<file path="config.mk">
export PLATFORM = sky130hd
export DESIGN_NAME = control_sequencer
export DESIGN_NICKNAME = d
export VERILOG_FILES = /design/src/rtl/control_sequencer_pkg.sv /design/src/rtl/control_decoder.sv /design/src/rtl/control_sequencer.sv
export SDC_FILE = /design/constraint.sdc
export NUM_CORES = 1
export LEC_CHECK = 0
export BUFFER_PORTS_ARGS = -buffer_cell sky130_fd_sc_hd__buf_2
export CORE_MARGIN = 2
export CORE_UTILIZATION = 40
export CTS_BUF_LIST = sky130_fd_sc_hd__clkbuf_4 sky130_fd_sc_hd__clkbuf_8 sky130_fd_sc_hd__clkbuf_16
export DETAILED_ROUTE_END_ITERATION = 7
export MAX_ROUTING_LAYER = met4
export PLACE_DENSITY = 0.72
export SETUP_SLACK_MARGIN = 0.15
export SYNTH_ARGS = -nofsm -noshare
export SYNTH_HDL_FRONTEND = slang
export SYNTH_SLANG_ARGS = --single-unit
</file>
<file path="constraint.sdc">
create_clock -name clock -period 4 [get_ports clock]
set_input_delay 0.2 -clock clock [delete_from_list [all_inputs] [get_ports clock]]
set_output_delay 0.2 -clock clock [all_outputs]
set_load 0.03 [all_outputs]
</file>
<file path="src/rtl/control_sequencer_pkg.sv">
// Shared LEGv8 control definitions: opcodes, FS/PS encodings, instruction
// field positions, control-word layout and sequencer state/class enums.
package control_sequencer_pkg;

  typedef enum logic [1:0] {S_IDLE, S_EXEC, S_BRANCH} state_e;
  typedef enum logic [1:0] {CLS_SEQ, CLS_CB, CLS_ILL} cls_e;

  // Packed so that ps lands on [30:29] and sl on [0] of controlWord
  typedef struct packed {
    logic [1:0] ps;
    logic [4:0] da;
    logic [4:0] sa;
    logic [4:0] sb;
    logic [4:0] fs;
    logic       reg_w;
    logic       ram_w;
    logic       en_mem;
    logic       en_alu;
    logic       en_b;
    logic       en_pc;
    logic       sel_b;
    logic       pc_sel;
    logic       sl;
  } cw_t;

  localparam logic [1:0] PS_HOLD = 2'b00;
  localparam logic [1:0] PS_INC  = 2'b01;
  localparam logic [1:0] PS_BR   = 2'b10;
  localparam logic [1:0] PS_A    = 2'b11;

  localparam logic [4:0] FS_AND = 5'b00000;
  localparam logic [4:0] FS_OR  = 5'b00100;
  localparam logic [4:0] FS_ADD = 5'b01000;
  localparam logic [4:0] FS_SUB = 5'b01010;
  localparam logic [4:0] FS_XOR = 5'b01100;
  localparam logic [4:0] FS_LSL = 5'b10000;
  localparam logic [4:0] FS_LSR = 5'b10100;

  localparam logic [10:0] OP_ADD  = 11'b10001011000;
  localparam logic [10:0] OP_SUB  = 11'b11001011000;
  localparam logic [10:0] OP_AND  = 11'b10001010000;
  localparam logic [10:0] OP_ORR  = 11'b10101010000;
  localparam logic [10:0] OP_EOR  = 11'b11001010000;
  localparam logic [10:0] OP_LSL  = 11'b11010011011;
  localparam logic [10:0] OP_LSR  = 11'b11010011010;
  localparam logic [10:0] OP_LDUR = 11'b11111000010;
  localparam logic [10:0] OP_STUR = 11'b11111000000;
  localparam logic [9:0]  OP_ADDI = 10'b1001000100;
  localparam logic [9:0]  OP_SUBI = 10'b1101000100;
  localparam logic [9:0]  OP_ANDI = 10'b1001001000;
  localparam logic [9:0]  OP_ORRI = 10'b1011001000;
  localparam logic [9:0]  OP_EORI = 10'b1101001000;
  localparam logic [5:0]  OP_B    = 6'b000101;
  localparam logic [7:0]  OP_CBZ  = 8'b10110100;
  localparam logic [7:0]  OP_CBNZ = 8'b10110101;

  localparam int RD_LSB = 0;
  localparam int RN_LSB = 5;
  localparam int RM_LSB = 16;

  localparam int XZR = 31;

endpackage

</file>
<file path="src/rtl/control_decoder.sv">
// Combinational LEGv8 decode: instruction word to control word, immediate and class.
// LSL/LSR decode only when CONTROL_SEQUENCER_SHIFT_EN is defined.
module control_decoder
  import control_sequencer_pkg::*;
(
  input  logic [31:0] instr_i,
  output cw_t         cw_o,
  output logic [63:0] k_o,
  output cls_e        cls_o
);

  logic [4:0] rd, rn, rm;
  assign rd = instr_i[RD_LSB +: 5];
  assign rn = instr_i[RN_LSB +: 5];
  assign rm = instr_i[RM_LSB +: 5];

  always_comb begin
    cw_o  = '0;
    k_o   = '0;
    cls_o = CLS_SEQ;
    if (instr_i[31:26] == OP_B) begin
      cw_o.ps = PS_BR;
      k_o     = {{38{instr_i[25]}}, instr_i[25:0]};
    end else if (instr_i[31:24] == OP_CBZ || instr_i[31:24] == OP_CBNZ) begin
      // Pass Rt through the ALU (XZR | Rt) so Zero reflects Rt == 0
      cls_o   = CLS_CB;
      cw_o.sa = 5'(XZR);
      cw_o.sb = rd;
      cw_o.fs = FS_OR;
      cw_o.ps = PS_HOLD;
    end else begin
      case (instr_i[31:22])
        OP_ADDI, OP_SUBI, OP_ANDI, OP_ORRI, OP_EORI: begin
          cw_o.da     = rd;
          cw_o.sa     = rn;
          cw_o.sel_b  = 1'b1;
          cw_o.reg_w  = 1'b1;
          cw_o.en_alu = 1'b1;
          cw_o.ps     = PS_INC;
          k_o         = {52'd0, instr_i[21:10]};
          case (instr_i[31:22])
            OP_SUBI: cw_o.fs = FS_SUB;
            OP_ANDI: cw_o.fs = FS_AND;
            OP_ORRI: cw_o.fs = FS_OR;
            OP_EORI: cw_o.fs = FS_XOR;
            default: cw_o.fs = FS_ADD;
          endcase
        end
        default: begin
          case (instr_i[31:21])
            OP_ADD, OP_SUB, OP_AND, OP_ORR, OP_EOR: begin
              cw_o.da     = rd;
              cw_o.sa     = rn;
              cw_o.sb     = rm;
              cw_o.reg_w  = 1'b1;
              cw_o.en_alu = 1'b1;
              cw_o.ps     = PS_INC;
              case (instr_i[31:21])
                OP_SUB:  cw_o.fs = FS_SUB;
                OP_AND:  cw_o.fs = FS_AND;
                OP_ORR:  cw_o.fs = FS_OR;
                OP_EOR:  cw_o.fs = FS_XOR;
                default: cw_o.fs = FS_ADD;
              endcase
            end
            OP_LDUR: begin
              cw_o.da     = rd;
              cw_o.sa     = rn;
              cw_o.fs     = FS_ADD;
              cw_o.sel_b  = 1'b1;
              cw_o.reg_w  = 1'b1;
              cw_o.en_mem = 1'b1;
              cw_o.ps     = PS_INC;
              k_o         = {{55{instr_i[20]}}, instr_i[20:12]};
            end
            OP_STUR: begin
              cw_o.sa    = rn;
              cw_o.sb    = rd;
              cw_o.fs    = FS_ADD;
              cw_o.sel_b = 1'b1;
              cw_o.ram_w = 1'b1;
              cw_o.en_b  = 1'b1;
              cw_o.ps    = PS_INC;
              k_o        = {{55{instr_i[20]}}, instr_i[20:12]};
            end
`ifdef CONTROL_SEQUENCER_SHIFT_EN
            OP_LSL, OP_LSR: begin
              cw_o.da     = rd;
              cw_o.sa     = rn;
              cw_o.sel_b  = 1'b1;
              cw_o.reg_w  = 1'b1;
              cw_o.en_alu = 1'b1;
              cw_o.ps     = PS_INC;
              cw_o.fs     = (instr_i[31:21] == OP_LSL) ? FS_LSL : FS_LSR;
              k_o         = {58'd0, instr_i[15:10]};
            end
`endif
            default: cls_o = CLS_ILL;
          endcase
        end
      endcase
    end
  end

endmodule

</file>
<file path="src/rtl/control_sequencer.sv">
// LEGv8 control sequencer: IDLE/EXEC/BRANCH FSM, registered control word and
// retired counter. Define CONTROL_SEQUENCER_SHIFT_EN to decode LSL/LSR.
module control_sequencer
  import control_sequencer_pkg::*;
(
  input  logic        clock,
  input  logic        reset,
  input  logic [31:0] instruction,
  input  logic        instrValid,
  output logic        instrReady,
  input  logic [4:0]  status,
  output logic [30:0] controlWord,
  output logic [63:0] K,
  output logic        illegal,
  output logic [15:0] retired
);

  state_e      state_q, state_d;
  cls_e        cls_q, cls_d, dec_cls;
  cw_t         cw_q, cw_d, dec_cw;
  logic [63:0] k_q, k_d, dec_k;
  logic [19:0] ir_q, ir_d;      // instruction[24:5]: CBNZ bit + imm19
  logic        ill_q, ill_d;
  logic [15:0] ret_q, ret_d;
  logic        taken;
  logic        unused_status;

  assign unused_status = ^status[4:1];

  control_decoder u_dec (
    .instr_i (instruction),
    .cw_o    (dec_cw),
    .k_o     (dec_k),
    .cls_o   (dec_cls)
  );

  // CBZ (bit24=0) takes on Zero=1, CBNZ (bit24=1) on Zero=0
  assign taken = status[0] ^ ir_q[19];

  always_comb begin
    state_d = state_q;
    cls_d   = cls_q;
    ir_d    = ir_q;
    cw_d    = '0;
    k_d     = '0;
    ill_d   = 1'b0;
    ret_d   = ret_q;
    case (state_q)
      S_IDLE: begin
        if (instrValid) begin
          state_d = S_EXEC;
          ir_d    = instruction[24:5];
          cls_d   = dec_cls;
          ill_d   = (dec_cls == CLS_ILL);
          if (dec_cls != CLS_ILL) begin
            cw_d = dec_cw;
            k_d  = dec_k;
          end
        end
      end
      S_EXEC: begin
        if (cls_q == CLS_CB) begin
          state_d = S_BRANCH;
          cw_d.ps = taken ? PS_BR : PS_INC;
          k_d     = taken ? {{45{ir_q[18]}}, ir_q[18:0]} : 64'd0;
        end else begin
          state_d = S_IDLE;
          if (cls_q != CLS_ILL) ret_d = ret_q + 16'd1;
        end
      end
      S_BRANCH: begin
        state_d = S_IDLE;
        ret_d   = ret_q + 16'd1;
      end
      default: state_d = S_IDLE;
    endcase
  end

  always_ff @(posedge clock or negedge reset) begin
    if (!reset) begin
      state_q <= S_IDLE;
      cls_q   <= CLS_SEQ;
      ir_q    <= '0;
      cw_q    <= '0;
      k_q     <= '0;
      ill_q   <= 1'b0;
      ret_q   <= '0;
    end else begin
      state_q <= state_d;
      cls_q   <= cls_d;
      ir_q    <= ir_d;
      cw_q    <= cw_d;
      k_q     <= k_d;
      ill_q   <= ill_d;
      ret_q   <= ret_d;
    end
  end

  assign instrReady  = (state_q == S_IDLE);
  assign controlWord = cw_q;
  assign K           = k_q;
  assign illegal     = ill_q;
  assign retired     = ret_q;

endmodule

</file>
* After elaboration in Yosys (flattened, before gate mapping)
Index checks and enable logic that the tools add are counted.
** Cells by class
- Add/subtract/negate cells :: 1
- Equal/unequal tests :: 24
- Mux-type cells :: 54
- Bitwise operators :: 1
- Reduce and logical (&&, ||, !) cells :: 10
** Operators with widths (count)
- $mux W64 :: 8
- $pmux W64 S2 :: 1
- $eq A11 B11 Y1 const B :: 7
- $mux W31 :: 2
- $eq A10 B10 Y1 const B :: 5
- $mux W16 :: 2
- $pmux W16 S2 :: 1
- $pmux W4 S4 :: 2
- $mux W29 :: 1
- $mux W25 :: 1
- $mux W5 :: 5
- $mux W2 :: 11
- $add A16 B1 Y16 const B :: 1
- $eq A8 B8 Y1 const B :: 2
- $mux W15 :: 1
- $mux W1 :: 13
- $mux W12 :: 1
- $ne A2 B2 Y1 const B :: 5
- $pmux W5 S2 :: 1
- $reduce_or A5 Y1 :: 2
- $pmux W2 S2 :: 2
- $pmux W4 S2 :: 1
- $reduce_or A7 Y1 :: 1
- $eq A6 B3 Y1 const B :: 1
- other kinds (11) :: 13
** Storage, ports and cells
- Bits in registers :: 136
- Input port bits :: 40
- Output and inout port bits :: 113
- Logic and storage cells :: 110

* Longest topological paths before layout
Gate-level depths: netlist (run 1).
- Depth after elaboration :: 10
- Mapped depth :: 9
- Depth with buffers taken out :: 6

* By module
A second synthesis (run 1) with hierarchy kept.
** Unflattened totals
- Cells, all modules :: 501
- Area, all modules :: 6162.2 sq um
** Modules (own cells, without submodules)
- control_sequencer :: times used 1, cells an instance 341, area an instance 4964.8 sq um, sequential area each 3403.3 sq um
- control_decoder :: times used 1, cells an instance 160, area an instance 1197.4 sq um, sequential area each 0.0 sq um

* Worst setup path before layout (run 1)
Ideal clock, no wire load.
- Path kind :: flip-flop to flip-flop
- From :: register state_q[0]
- To :: register k_q[10] (netlist: K[10])
- Library setup time :: 0.082 ns
- Arrival time :: 1.768 ns
- Required time :: 3.918 ns
- Path slack :: 2.150 ns
- Stages on the path, launching flop included :: 8
- Path buffers :: 3
- Clock period less this slack :: 1.850 ns
- Cell sequence :: dfrtp_1 > nor2_1 > nand2_1 > clkbuf_1 > a41o_1 > buf_6 > buf_8 > a22oi_2
** Between the ends
- Word-level cells in the longest chain between the ends :: 2
- Elaborated cells between the ends (all ways) :: 3
- Those cells by class :: eq/ne: 1; mux: 1; reduce/logical: 1
** Ends and longest elaborated chain
- start, declared :: line control_sequencer.sv:18 : state_e state_q, state_d;
- start signal, assigned :: line control_sequencer.sv:89 : state_q <= state_d;
- $logic_not A2 Y1
- via instrReady :: line control_sequencer.sv:10 : output logic instrReady,
- $pmux W64 S2 :: line control_sequencer.sv:48 : case (state_q)
- via k_d[10] :: line control_sequencer.sv:21 : logic [63:0] k_q, k_d, dec_k;
- end signal, assigned :: line control_sequencer.sv:93 : k_q <= k_d;
- end, declared :: line control_sequencer.sv:21
The timed path passes the listed nets, and every way through them passes these cells.
A chain may end at the register's enable or synchronous reset.

* Worst setup path after layout (run 1)
- From :: register state_q[1]
- To :: register k_q[20] (netlist: K[20])
** Between the ends
- Word-level cells in the longest chain between the ends :: 2
- Elaborated cells between the ends (all ways) :: 3
- Those cells by class :: eq/ne: 1; mux: 1; reduce/logical: 1
** Ends and longest elaborated chain (line)
- $eq A2 B1 Y1 or $logic_not A2 Y1 (tied branches) :: control_sequencer.sv:48
- $pmux W64 S2 (*) :: control_sequencer.sv:48
- via k_d[20] :: control_sequencer.sv:21
The timed path passes the listed nets; every way through them passes the cells marked *.

==> flow_summary_export.csv, run 1 <==
group,metric,value,unit
setup_path,cp-end-kind,"flop",
timing,clock_skew,8.85,ps
logic_synthesis,async_reset_ff_share,100,%
grt,gr-usage-met3,2.85,%
grt,grt_overflow,0,
timing,slew_headroom,25.7,%
logic_synthesis,netlist_area,0.00428,mm^2
grt,antenna_found_initial,0,
timing,post-route-period-util,60.7,%
run,maxCapViolations,0,
clocking,h-tree-depth,3,
setup_path,slowest_delay,920,ps
routing,avgRoutedWirePerCell,15.9,um
floorplan,die_y,107,um
grt,busiest_layer,"met2",
setup_path,path_max_fanout,29,
logic_synthesis,ys_seq_area_share,53.8,%
timing,finalHoldViolCount,0,
final_layout,instances_no_fill,671,
setup_path,path_cells,"nand2b_1 -> nor3b_1 -> and2_1 -> nand2_1 -> o21ai_0",
clocking,worstSkewPairLatency,360,ps
clocking,ctsLongestPathBuffers,2,
worst_hold_path,holdPathEnd,"ir_q[2]",
setup_path,critPathArrivalTime,2690,ps
logic_synthesis,yosysWarnings,0,
power_and_ir_drop,p_seq_share,53.4,%
logic_synthesis,synthCells,431,
floorplan,rows,37,
final_layout,fin_util,48.1,%
setup_path,path_class,"reg2reg",
floorplan,die-area,0.0115,mm^2
clocking,post_cts_resized,0,
floorplan,fp.dieW,107,um
logic_synthesis,synthTopCellsByArea,"dfrtp_1, nand2_1, buf_4",
clocking,postCtsSetupRepairBufs,0,
routing,vias,3407,
worst_hold_path,hold_class,"in2reg",
placed_design,placed_cells,654,
setup_path,slowest_stage,"and2_1",
power_and_ir_drop,pwr-share-clk,32.9,%
clocking,clockRootBuffer,"clkbuf_8",
timing,worst_slew_pin_slew,1110,ps
logic_synthesis,avgSynthCellArea,9.93,um^2
timing,fin_setup_tns,0,ps
final_layout,drive_gt1_share,32.1,%
power_and_ir_drop,p_leak,2.74,nW
logic_synthesis,yosysTopAreaCellShare,53.8,%
timing,max_freq,0.412,GHz
setup_path,r2r-start,"state_q[1]",
logic_synthesis,synth_edf_count,0,
setup_path,cp_data_required_time,4260,ps
routing,vias_per_cell,5.08,
run_status,status,"finished clean",
placed_design,portBuffers,143,
setup_path,r2r_setup_slack,1570,ps
grt,grt_max_degree,58,
final_layout,diodes,0,
clocking,cts_made_buffers,9,
grt,grt_pass1_vias,3234,
power_and_ir_drop,p_int,0.00138,W
routing,drt_iter0_drc,310,
setup_path,r2r_end,"K[20]",
logic_synthesis,synth.distinct_cells,46,
timing,period_minus_slack,2430,ps
timing,final-setup-viol-count,0,
logic_synthesis,synthFlopType,"dfrtp_1",
grt,gr-usage-all-layers,19.4,%
worst_hold_path,hp-start,"instruction[7]",
routing,drt_wl_total,10700,um
clocking,clock-sinks,92,
logic_synthesis,yosys.area.top_type,"dfrtp_1",
power_and_ir_drop,irDropWorstVdd,0.203,mV
final_layout,syn2layout_area_growth,16.4,%
grt,met1_usage,26.2,%
final_layout,nets,571,
floorplan,coreArea,0.0104,mm^2
routing,ant_nets,0,
power_and_ir_drop,p_comb_share,13.7,%
worst_hold_path,whs_path_depth,3,
routing,drc,0,
placed_design,place_hpwl,7670,um
clocking,path_clk_slew,80,ps
power_and_ir_drop,p_sw_share,29.0,%
floorplan,start_util,41.3,%
timing,slew_violations,0,
grt,grt_use_met2,29.6,%
setup_path,cp-start-kind,"flop",
clocking,cts_tree,"built",
timing,rsz0062_at_grt,"no",
floorplan,ioPinCount,153,
power_and_ir_drop,power.switching,0.000566,W
routing,drtPass1Iterations,7,
grt,grt_pass1_wl,16900,um
logic_synthesis,synth_seq_cells,92,
setup_path,reg2regPathDepth,5,
power_and_ir_drop,cellPowerDensity,391,mW/mm^2
placed_design,gp_congestion,0.833,
==> state kept, by name (all words and copies together), names as in the netlist <==
signal,count
retired,16
illegal,1
state_q,2
K,26
ir_q,20
cls_q,2
controlWord,25
==> worst max-delay path, delay by kind of cell, from the launching register on <==
kind | cells | cell delay, ps
simple gates | 4 | 1740
compound gates | 1 | 190
flops | 1 | 390
==> what timing repair did <==
action	CTS	global route
setup endpoints to repair	0	0
endpoints found under the hold margin	56	0
hold buffers	1	0
==> routing by layer <==
metal  share of wire [%]  routed length (um)
met1                  45                4760
met4                 2.0                 214
met5                   0                   0
met2                  47                5030
met3                 6.5                 690
==> Yosys cell counts (all sizes together) (2+ instances only) <==
cell type and count:
nor3 10, a21oi 3, a211oi 2, inv 6, and2 6, nor2b 4
xnor2 7, nor2 35, a222oi 8, xor2 12, a22oi 15, dfrtp 92
clkbuf 11, nor3b 5, buf 52, a221oi 3, nand2b 3, and3 6
nand3 8, a21o 8, nand4 5, nand2 93, o21ai 23
==> power groups by stage <==
| stage | combinational [W] | sequential (W) | clock (W) |
|---|---|---|---|
| floorplan | 0.000111 | 0.00110 | 0 |
| global placement | 0.000254 | 0.00106 | 0 |
| detailed placement | 0.000265 | 0.00106 | 0 |
| CTS | 0.000268 | 0.00104 | 0.000648 |
| global route | 0.000294 | 0.00105 | 0.000691 |
| finish | 0.000267 | 0.00104 | 0.000641 |
==> layout make-up <==
type	instances	area, um^2
Clock buffer	11	145
Multi-Input combinational cell	274	1530
Sequential cell	92	2300
Tap cell	136	170
Inverter	6	22.5
Clock inverter	5	58.8
Fill cell	985	5390
Timing Repair Buffer	147	751
==> how the worst max path moves through the flow <==
stage / to / from / cells after the start
after floorplan: K[10] / state_q[0] / 7
after global placement: K[23] / state_q[1] / 5
after detailed placement: K[19] / state_q[1] / 5
after CTS: K[20] / state_q[1] / 5
after global routing: K[20] / state_q[1] / 5
final: K[20] / state_q[1] / 5
==> cells in the final DEF (no fill, tap or decap), drive strengths merged, types with 4 or more instances in the layout <==
| cell | instances |
|---|---|
| nor2 | 35 |
| a222oi | 8 |
| xor2 | 12 |
| and2 | 6 |
| nand3 | 8 |
| and3 | 6 |
| a21o | 8 |
| clkbuf | 11 |
| nor2b | 4 |
| inv | 7 |
| nand2 | 93 |
| a22oi | 15 |
| nor3 | 10 |
| nand4 | 5 |
| o21ai | 23 |
| xnor2 | 7 |
| buf | 146 |
| conb | 5 |
| nor3b | 5 |
| dfrtp | 92 |
==> kinds of logic (layout without fill, tap and decap cells) <==
group | Yosys count | after routing | share of synthesized area, %
buffers and inverters | 69 | 169 | 10.7
muxes | 1 | 1 | 0.263
AOI/OAI and AO/OA | 68 | 68 | 12.2
DFF | 92 | 92 | 53.8
and+or+nand+nor | 180 | 180 | 18.8
adders and majority gates | 1 | 1 | 0.292
other | 1 | 5 | 0.0876
xor gates and xnor gates | 19 | 19 | 3.89
==> per-stage QoR <==
stage | hold WS [ps] | setup slack [ps] | area [um^2] | total power, W
after global placement | 281 | 1680 | 4770 | 0.00131
after floorplan | -95.6 | 2150 | 4300 | 0.00121
after CTS | 72.5 | 1560 | 4980 | 0.00196
after detailed placement | 290 | 1590 | 4770 | 0.00132
after global routing | 75.7 | 1330 | 4980 | 0.00204
final | 81.8 | 1570 | 4980 | 0.00195
Note: power is estimated with default switching activity, not from simulation.
==> run 2: changes to the inputs <==
clock period = 2.4 ns   (was 4 ns; I/O delays follow)
==> flow_summary_export.csv, run 2 (synthesis results as in run 1) <==
group,metric,value,unit
floorplan,ioPinCount,153,
floorplan,coreArea,0.0104,mm^2
timing,period_minus_slack,1900,ps
grt,grt_max_degree,50,
power_and_ir_drop,p_sw_share,28.1,%
routing,drt_iter0_drc,434,
power_and_ir_drop,irDropWorstVdd,0.428,mV
grt,gr-usage-all-layers,18.8,%
final_layout,nets,580,
routing,avgRoutedWirePerCell,15.8,um
clocking,cts_made_buffers,9,
timing,max_freq,0.526,GHz
final_layout,syn2layout_area_growth,18.7,%
final_layout,largest_register_ffs,26,
timing,final-setup-viol-count,0,
power_and_ir_drop,p_int,0.00237,W
timing,rsz0062_at_grt,"no",
final_layout,drive_gt1_share,32.4,%
clocking,clock-sinks,92,
routing,ant_nets,0,
clocking,clockRootBuffer,"clkbuf_8",
clocking,path_clk_slew,90,ps
final_layout,final_cell_mix,"buf_2, nand2_1, dfrtp_1, nor2_1, o21ai_0",
grt,grt_pass1_wl,16400,um
setup_path,cp_num_buf_inv,2,
placed_design,pre_cts_slack,404,ps
routing,drt_wl_total,10700,um
clocking,cts_tree,"built",
power_and_ir_drop,pwr-share-clk,33.7,%
timing,finalHoldViolCount,0,
power_and_ir_drop,p_comb_share,13.5,%
routing,vias,3434,
setup_path,critPathArrivalTime,2160,ps
timing,slew_violations,0,
timing,setup_ws,500,ps
floorplan,die-area,0.0115,mm^2
final_layout,post-route-cell-area,0.00508,mm^2
setup_path,slowest_delay,400,ps
placed_design,portBuffers,143,
run,maxCapViolations,0,
timing,fin_setup_tns,0,ps
final_layout,layout_commonest_cell,"buf_2",
clocking,ctsLongestPathBuffers,2,
clocking,h-tree-depth,3,
power_and_ir_drop,power.switching,0.000927,W
floorplan,die_y,107,um
routing,drc,0,
timing,fin_hold_ws,24.5,ps
setup_path,cp-end-kind,"flop",
setup_path,cp_data_required_time,2660,ps
power_and_ir_drop,p_leak,2.79,nW
routing,drtPass1Iterations,6,
setup_path,slowest_stage,"dfrtp_1",
power_and_ir_drop,cellPowerDensity,649,mW/mm^2
floorplan,rows,37,
run_status,status,"finished clean",
grt,antenna_found_initial,0,
worst_hold_path,hold_class,"in2reg",
timing,post-route-period-util,79.2,%
timing,worst_slew_pin_slew,926,ps
timing,clock_skew,6.04,ps
floorplan,fp.dieW,107,um
setup_path,crit_family,"compound AO/OA/AOI/OAI gates",
setup_path,path_class,"reg2reg",
final_layout,diodes,0,
setup_path,path_max_fanout,21,
power_and_ir_drop,p_seq_share,52.7,%
placed_design,place_hpwl,7650,um
grt,grt_pass1_vias,3169,
setup_path,cp-start-kind,"flop",
timing,slew_headroom,38.0,%
grt,grt_overflow,0,
floorplan,start_util,41.3,%
setup_path,path_cells,"nor2_1 -> nand2_1 -> inv_1 -> buf_4 -> o21ai_1 -> o21ai_0",
routing,vias_per_cell,5.06,
placed_design,gp_congestion,0.825,
placed_design,place_area,0.00482,mm^2
clocking,worstSkewPairLatency,350,ps
[run 2: final timing paths]
| check | from | to | slack [ps] | depth (start not counted) |
|---|---|---|---|---|
| max reg2reg | state_q[0] | K[15] | 500 | 6 |
| min reg2reg | retired[15] | retired[15] | 470 | 1 |
| max in group asynchronous | reset | controlWord[23] | 1410 | 3 |
| min | instruction[12] | ir_q[7] | 20 | 3 |
| min in group asynchronous | reset | retired[4] | 330 | 2 |
| max | state_q[0] | K[15] | 500 | 6 |
[run 2: per-stage QoR]
step                instances  total power (W)  utilization, %
CTS                       679          0.00333            49.0
finish                    679          0.00330            49.0
global route              679          0.00345            49.0
floorplan                 435          0.00202               -
global placement          659          0.00219            46.5
detailed placement        659          0.00221            46.5
[run 2: cell type report]
type,instances,area (um^2)
fillers,978,5290
repair buffers,156,841
flip-flops and latches,92,2300
multi-input cells,274,1530
clock buffers,9,124
inverters,6,22.5
well taps,136,170
clock inverters,6,88.8
[run 2: worst register-to-register path, cell delays in order (launching register included)]
cell,delay (ps)
dfrtp_1,400
nor2_1,140
nand2_1,210
inv_1,130
buf_4,280
o21ai_1,360
o21ai_0,290
[run 2: power by group through the flow]
stage               clock, W  combinational (W)  sequential [W]
floorplan                  0           0.000184         0.00184
global placement           0           0.000431         0.00176
detailed placement         0           0.000441         0.00177
CTS                  0.00114           0.000449         0.00174
global route         0.00121           0.000489         0.00175
finish               0.00111           0.000447         0.00174
[run 2: what timing repair did]
item / in CTS / in global routing
endpoints found under the hold margin: 52 / 0
setup buffers: 0 / 0
gates resized for setup: 0 / 0
hold buffers: 5 / 0
[run 2: per-layer routing]
metal | share of wire [%] | GRT usage, %
met1 | 45 | 25.4
met2 | 46 | 28.7
met3 | 7.2 | 3.09
met4 | 1.6 | 7.14
met5 | 0 | -
